**config.mk**
```make
export PLATFORM = sky130hd
export DESIGN_NAME = rx_sync_ctrl
export DESIGN_NICKNAME = d
export VERILOG_FILES = /design/src/rtl/rx_sync_pkg.sv /design/src/rtl/rx_sync_timer.sv /design/src/rtl/rx_sync_ctrl.sv
export SDC_FILE = /design/constraint.sdc
export NUM_CORES = 1
export LEC_CHECK = 0
export ABC_CLOCK_PERIOD_IN_PS = 2500
export CELL_PAD_IN_SITES_DETAIL_PLACEMENT = 0
export CELL_PAD_IN_SITES_GLOBAL_PLACEMENT = 1
export CORE_MARGIN = 4
export CORE_UTILIZATION = 39
export CTS_CLUSTER_DIAMETER = 30
export DETAILED_ROUTE_END_ITERATION = 10
export PLACE_DENSITY_LB_ADDON = 0.1
export REMOVE_ABC_BUFFERS = 1
export SLEW_MARGIN = 20
export SYNTH_ARGS = -nofsm -noshare
export SYNTH_HDL_FRONTEND = slang
export SYNTH_SLANG_ARGS = --single-unit
export TNS_END_PERCENT = 1
```
**constraint.sdc**
```tcl
create_clock -name clk_4f -period 2.5 [get_ports clk_4f]
set_input_delay 0.5 -clock clk_4f [delete_from_list [all_inputs] [get_ports clk_4f]]
set_output_delay 0.5 -clock clk_4f [all_outputs]
set_load 0.05 [all_outputs]
```
**src/rtl/rx_sync_pkg.sv**
```systemverilog
// Shared types and constants for the rx_sync link-synchronization controller.
package rx_sync_pkg;

    typedef enum logic [1:0] {
        IDLE   = 2'd0,
        HUNT   = 2'd1,
        LOCK   = 2'd2,
        ACTIVE = 2'd3
    } rx_sync_state_t;

    localparam logic [7:0] COMMA_BC = 8'hBC;

    function automatic int max_int(input int a, input int b);
        return (a > b) ? a : b;
    endfunction

endpackage

```
**src/rtl/rx_sync_timer.sv**
```systemverilog
// Clearable, wrapping up-counter with terminal-count flag; shared between the
// HUNT slip timer and the ACTIVE comma watchdog.
module rx_sync_timer
    import rx_sync_pkg::*;
#(
    parameter int W = 6
) (
    input  logic         clk_4f,
    input  logic         reset,
    input  logic         clr,
    input  logic         inc,
    input  logic [W-1:0] term,
    output logic         tc
);

    logic [W-1:0] count_r;

    assign tc = (count_r == term);

    // Count register: clear wins, then wrap at the terminal value.
    always_ff @(posedge clk_4f or posedge reset) begin
        if (reset) begin
            count_r <= {W{1'b0}};
        end else if (clr) begin
            count_r <= {W{1'b0}};
        end else if (inc) begin
            if (tc) begin
                count_r <= {W{1'b0}};
            end else begin
                count_r <= count_r + W'(1);
            end
        end else begin
            count_r <= count_r;
        end
    end

endmodule

```
**src/rtl/rx_sync_ctrl.sv**
```systemverilog
// Byte-alignment controller: hunts for commas, slips the deserializer, locks and
// forwards payload. Define RX_SYNC_STATS_EN to add the loss_cnt statistics port.
module rx_sync_ctrl
    import rx_sync_pkg::*;
#(
    parameter logic [7:0] COMMA     = COMMA_BC,
    parameter int         LOCK_CNT  = 4,
    parameter int         SLIP_WAIT = 8,
    parameter int         WDOG_MAX  = 64
) (
    input  logic       clk_4f,
    input  logic       reset,
    input  logic       enable,
    input  logic [7:0] data_in,
    output logic [7:0] data_out,
    output logic       valid_out,
    output logic       active,
    output logic       slip,
    output logic [2:0] slip_cnt,
    output logic       sync_lost
`ifdef RX_SYNC_STATS_EN
    ,
    output logic [7:0] loss_cnt
`endif
);

    localparam int LOCK_W = $clog2(LOCK_CNT);
    localparam int TMR_W  = $clog2(max_int(SLIP_WAIT, WDOG_MAX));
    localparam logic [LOCK_W-1:0] LOCK_LAST = LOCK_W'(LOCK_CNT - 1);
    localparam logic [TMR_W-1:0]  SLIP_LAST = TMR_W'(SLIP_WAIT - 1);
    localparam logic [TMR_W-1:0]  WDOG_LAST = TMR_W'(WDOG_MAX - 1);

    rx_sync_state_t    state_r;
    logic [LOCK_W-1:0] lock_cnt_r;
    logic [7:0]        data_out_r;
    logic              valid_r;
    logic              active_r;
    logic              slip_r;
    logic [2:0]        slip_cnt_r;
    logic              sync_lost_r;

    logic              comma_s;
    logic              expire_s;
    logic              tmr_clr_s;
    logic              tmr_inc_s;
    logic [TMR_W-1:0]  tmr_term_s;
    logic              tmr_tc_s;

    assign comma_s  = (data_in == COMMA);
    assign expire_s = enable && (state_r == ACTIVE) && !comma_s && tmr_tc_s;

    // Timer control: counts non-commas in HUNT/ACTIVE, held clear elsewhere.
    always_comb begin
        tmr_clr_s  = 1'b1;
        tmr_inc_s  = 1'b0;
        tmr_term_s = (state_r == ACTIVE) ? WDOG_LAST : SLIP_LAST;
        if (!enable) begin
            tmr_clr_s = 1'b1;
        end else begin
            case (state_r)
                HUNT, ACTIVE: begin
                    tmr_clr_s = comma_s;
                    tmr_inc_s = !comma_s;
                end
                IDLE, LOCK: tmr_clr_s = 1'b1;
                default:    tmr_clr_s = 1'b1;
            endcase
        end
    end

    rx_sync_timer #(
        .W (TMR_W)
    ) u_timer (
        .clk_4f (clk_4f),
        .reset  (reset),
        .clr    (tmr_clr_s),
        .inc    (tmr_inc_s),
        .term   (tmr_term_s),
        .tc     (tmr_tc_s)
    );

    // Synchronization FSM with all outputs registered.
    always_ff @(posedge clk_4f or posedge reset) begin
        if (reset) begin
            state_r     <= IDLE;
            lock_cnt_r  <= {LOCK_W{1'b0}};
            data_out_r  <= 8'h00;
            valid_r     <= 1'b0;
            active_r    <= 1'b0;
            slip_r      <= 1'b0;
            slip_cnt_r  <= 3'd0;
            sync_lost_r <= 1'b0;
        end else if (!enable) begin
            state_r     <= IDLE;
            lock_cnt_r  <= {LOCK_W{1'b0}};
            data_out_r  <= 8'h00;
            valid_r     <= 1'b0;
            active_r    <= 1'b0;
            slip_r      <= 1'b0;
            slip_cnt_r  <= 3'd0;
            sync_lost_r <= 1'b0;
        end else begin
            data_out_r  <= data_in;
            valid_r     <= 1'b0;
            slip_r      <= 1'b0;
            sync_lost_r <= 1'b0;
            case (state_r)
                IDLE: begin
                    state_r    <= HUNT;
                    data_out_r <= 8'h00;
                    slip_cnt_r <= 3'd0;
                    lock_cnt_r <= {LOCK_W{1'b0}};
                    active_r   <= 1'b0;
                end
                HUNT: begin
                    active_r <= 1'b0;
                    if (comma_s) begin
                        state_r    <= LOCK;
                        lock_cnt_r <= LOCK_W'(1);
                    end else if (tmr_tc_s) begin
                        slip_r     <= 1'b1;
                        slip_cnt_r <= slip_cnt_r + 3'd1;
                    end
                end
                LOCK: begin
                    if (!comma_s) begin
                        state_r    <= HUNT;
                        lock_cnt_r <= {LOCK_W{1'b0}};
                    end else if (lock_cnt_r == LOCK_LAST) begin
                        state_r    <= ACTIVE;
                        lock_cnt_r <= {LOCK_W{1'b0}};
                        active_r   <= 1'b1;
                    end else begin
                        lock_cnt_r <= lock_cnt_r + LOCK_W'(1);
                    end
                end
                ACTIVE: begin
                    if (expire_s) begin
                        state_r     <= HUNT;
                        active_r    <= 1'b0;
                        sync_lost_r <= 1'b1;
                    end else begin
                        valid_r <= !comma_s;
                    end
                end
                default: begin
                    state_r    <= IDLE;
                    lock_cnt_r <= {LOCK_W{1'b0}};
                    active_r   <= 1'b0;
                end
            endcase
        end
    end

    assign data_out  = data_out_r;
    assign valid_out = valid_r;
    assign active    = active_r;
    assign slip      = slip_r;
    assign slip_cnt  = slip_cnt_r;
    assign sync_lost = sync_lost_r;

`ifdef RX_SYNC_STATS_EN
    logic [7:0] loss_cnt_r;

    // Saturating count of watchdog expiries; survives enable, cleared by reset only.
    always_ff @(posedge clk_4f or posedge reset) begin
        if (reset) begin
            loss_cnt_r <= 8'h00;
        end else if (expire_s && (loss_cnt_r != 8'hFF)) begin
            loss_cnt_r <= loss_cnt_r + 8'h01;
        end else begin
            loss_cnt_r <= loss_cnt_r;
        end
    end

    assign loss_cnt = loss_cnt_r;
`endif

endmodule

```
==> results_dict.tcl <==
set metrics [dict create \
    portBuffers 25 \
    worstPathRequired_ps 2000 \
    outcome "complete, no violations" \
    slowest_stage "clkdlybuf4s50_1" \
    grt_pass1_wl_mm 5.168 \
    reg2reg_to "state_r[1]" \
    postCtsSetupBuffers 0 \
    dp_slack_ps 268.5 \
    clkLatencyLatePin_ps 310 \
    setup_slack_ps 413.7 \
    finalCritPeriodShare_pct 83.45 \
    crit_type "register to output pin" \
    end_kind "output pin" \
    ys_seq_elements 25 \
    crit_chain "clkdlybuf4s50_1" \
    ant_nets 0 \
    ys.warnings.count 0 \
    slowest_delay_ps 850 \
    fmax_mhz 479.3 \
    gp_congestion 0.8360 \
    power_density_nw_per_um2 670.4 \
    cp_num_buf_inv 1 \
    synth_edf_count 0 \
    setup_viol 0 \
    area_delta_synth_final_pct 26.92 \
    wl_per_cell_um 14.16 \
    cp_max_fo 4 \
    relSlewSlack_pct 65.21 \
    cts_buffers 3 \
    ys_types 38 \
    synth_area_leaders "dfrtp_1 (48%), ha_1 (6.7%), and2_1 (4.8%), nand2_1 (4.6%), nand3_1 (2.7%)" \
    r2r-start "state_r[1]" \
    worstPathArrival_ps 1590 \
    synth_largest_area_cell "dfrtp_1" \
    cts_hold_buffers 0 \
    drv_cap 0 \
    grt.total_usage_pct 15.25 \
    cp_top_family "buffers and inverters" \
    antenna_found_initial 0 \
    synth_common_cells "dfrtp_1 (25), nand2_1 (16), and2_1 (10)" \
    syn-cell-area_um2 1306 \
    io_pins 26 \
    fin_hold_ws_ps 522.8 \
    first_pass_iters 4 \
    synth-seq-area-share_pct 47.89 \
    cts_num_sinks 25 \
    drc 0 \
    worst-r2r-setup-slack_ps 550 \
    vias 1052 \
    netlist_instances 130 \
    synth_most_common_cell "dfrtp_1" \
    drive_above_1_share_pct 8.750 \
    worst-r2r-cell-count 6 \
    tightestPinTransition_ps 520.2 \
    min_period_ps 2086 \
    startpoint_type "register" \
    ir_drop_mv 0.3543 \
    placementRows 20 \
    hp-class "input port to async pin" \
    setup-tns-final_ps 0 \
    htreeDepth 1 \
    dieHeight_um 65.88 \
    place_hpwl_mm 2.273 \
    totalWireLength_mm 2.889 \
    core_area_um2 3128 \
    start_util_pct 41.76 \
    avgViaCountPerCell 5.157 \
    grt_pass1_vias 1115 \
    synth_top_area_share_pct 47.89 \
    dieWidth_um 65.88 \
    cts_tree "built" \
    cts_resized 0 \
    p_total_mw 1.111 \
    diodes 0 \
    synth.avg_cell_area_um2 10.05 \
    ys.flop_type "dfrtp_1" \
    drv_slew 0 \
    rsz0062_at_grt "false" \
    hold_viol_final 0 \
    leakagePower_nw 0.7175 \
    clk_pin_slew_ps 130 \
    clk_path_buf_depth 2 \
    async_reset_ff_share_pct 100.0 \
    fin_cells 204 \
    placedCellCount 200 \
    grt_max_degree 26 \
    overflow 0 \
    fillerInstances 276 \
    skew_ps 0.9084 \
    drt_iter0_markers 36 \
    nets 179 \
    die_area_um2 4340 \
    root_buffer "clkbuf_4" \
]
-- cell usage in the layout (no fill, tap or decap), types with 2 or more instances in the layout --
cell type / n
nand4_1: 4
o21bai_1: 2
a21oi_1: 5
dfrtp_1: 25
clkbuf_4: 3
clkdlybuf4s50_1: 25
a32o_1: 2
inv_1: 4
ha_1: 7
nor3_1: 2
o22ai_1: 2
a21o_1: 2
or3_1: 2
nand2_1: 16
and2_1: 10
o21ai_0: 3
a31oi_1: 2
buf_4: 5
nand3_1: 7
nor2b_1: 2
nor2_1: 8
xor2_1: 2
nand2b_1: 3
-- cell families after synthesis --
family,count (synthesis),share of synthesized area (%)
AOI/OAI and AO/OA,25,14.37
xor gates and xnor gates,2,1.341
adders and majority gates,7,6.705
buffers and inverters,8,2.490
DFF,25,47.89
muxes,2,1.628
and+or+nand+nor,61,25.58
-- layer usage --
| layer | vias up | part of all wire (%) | global-route usage, % |
|---|---|---|---|
| li1 | 525 | - | - |
| met1 | 510 | 50 | 21.60 |
| met2 | 15 | 47 | 24.28 |
| met3 | 2 | 2.9 | 2.211 |
| met4 | 0 | 0.52 | 3.886 |
| met5 | - | 0 | 0 |
-- registers in the layout, indices dropped and copies added, names as in the netlist --
register and count:
state_r 2, u_timer.count_r 6, slip_cnt 3, valid_out 1, sync_lost 1, slip 1
lock_cnt_r 2, active 1, data_out 8
-- where the power goes --
| group | switching [mW] | total, mW | internal, mW |
|---|---|---|---|
| clock network | 0.113 | 0.175 | 0.0622 |
| registers | 0.0234 | 0.471 | 0.447 |
| logic | 0.284 | 0.465 | 0.181 |
-- worst max path at each step --
| stage | from | end | slack [ps] | depth (start not counted) |
|---|---|---|---|---|
| floorplan | state_r[0] | slip_cnt[2] | 650 | 5 |
| global placement | enable | state_r[1] | 290 | 5 |
| detailed placement | data_in[1] | state_r[1] | 270 | 5 |
| CTS | slip_cnt[2] | slip_cnt[2] | 400 | 1 |
| global route | slip_cnt[1] | slip_cnt[1] | 360 | 1 |
| finish | slip_cnt[2] | slip_cnt[2] | 410 | 1 |
-- metrics by stage --
stage,area [um2],util (%)
CTS,1658,53.00
finish,1658,53.00
global route,1658,53.00
global placement,1632,52.16
detailed placement,1632,52.16
floorplan,1289,-
-- area by class of cell --
| type | count | area, um2 | area share, % |
|---|---|---|---|
| Clock buffer | 4 | 26.28 | 1.585 |
| Inverter | 4 | 15.01 | 0.9057 |
| Multi-Input combinational cell | 97 | 648.1 | 39.09 |
| Sequential cell | 25 | 625.6 | 37.74 |
| Tap cell | 44 | 55.05 | 3.321 |
| Timing Repair Buffer | 30 | 287.8 | 17.36 |
Note: power is estimated with default switching activity, not from simulation.
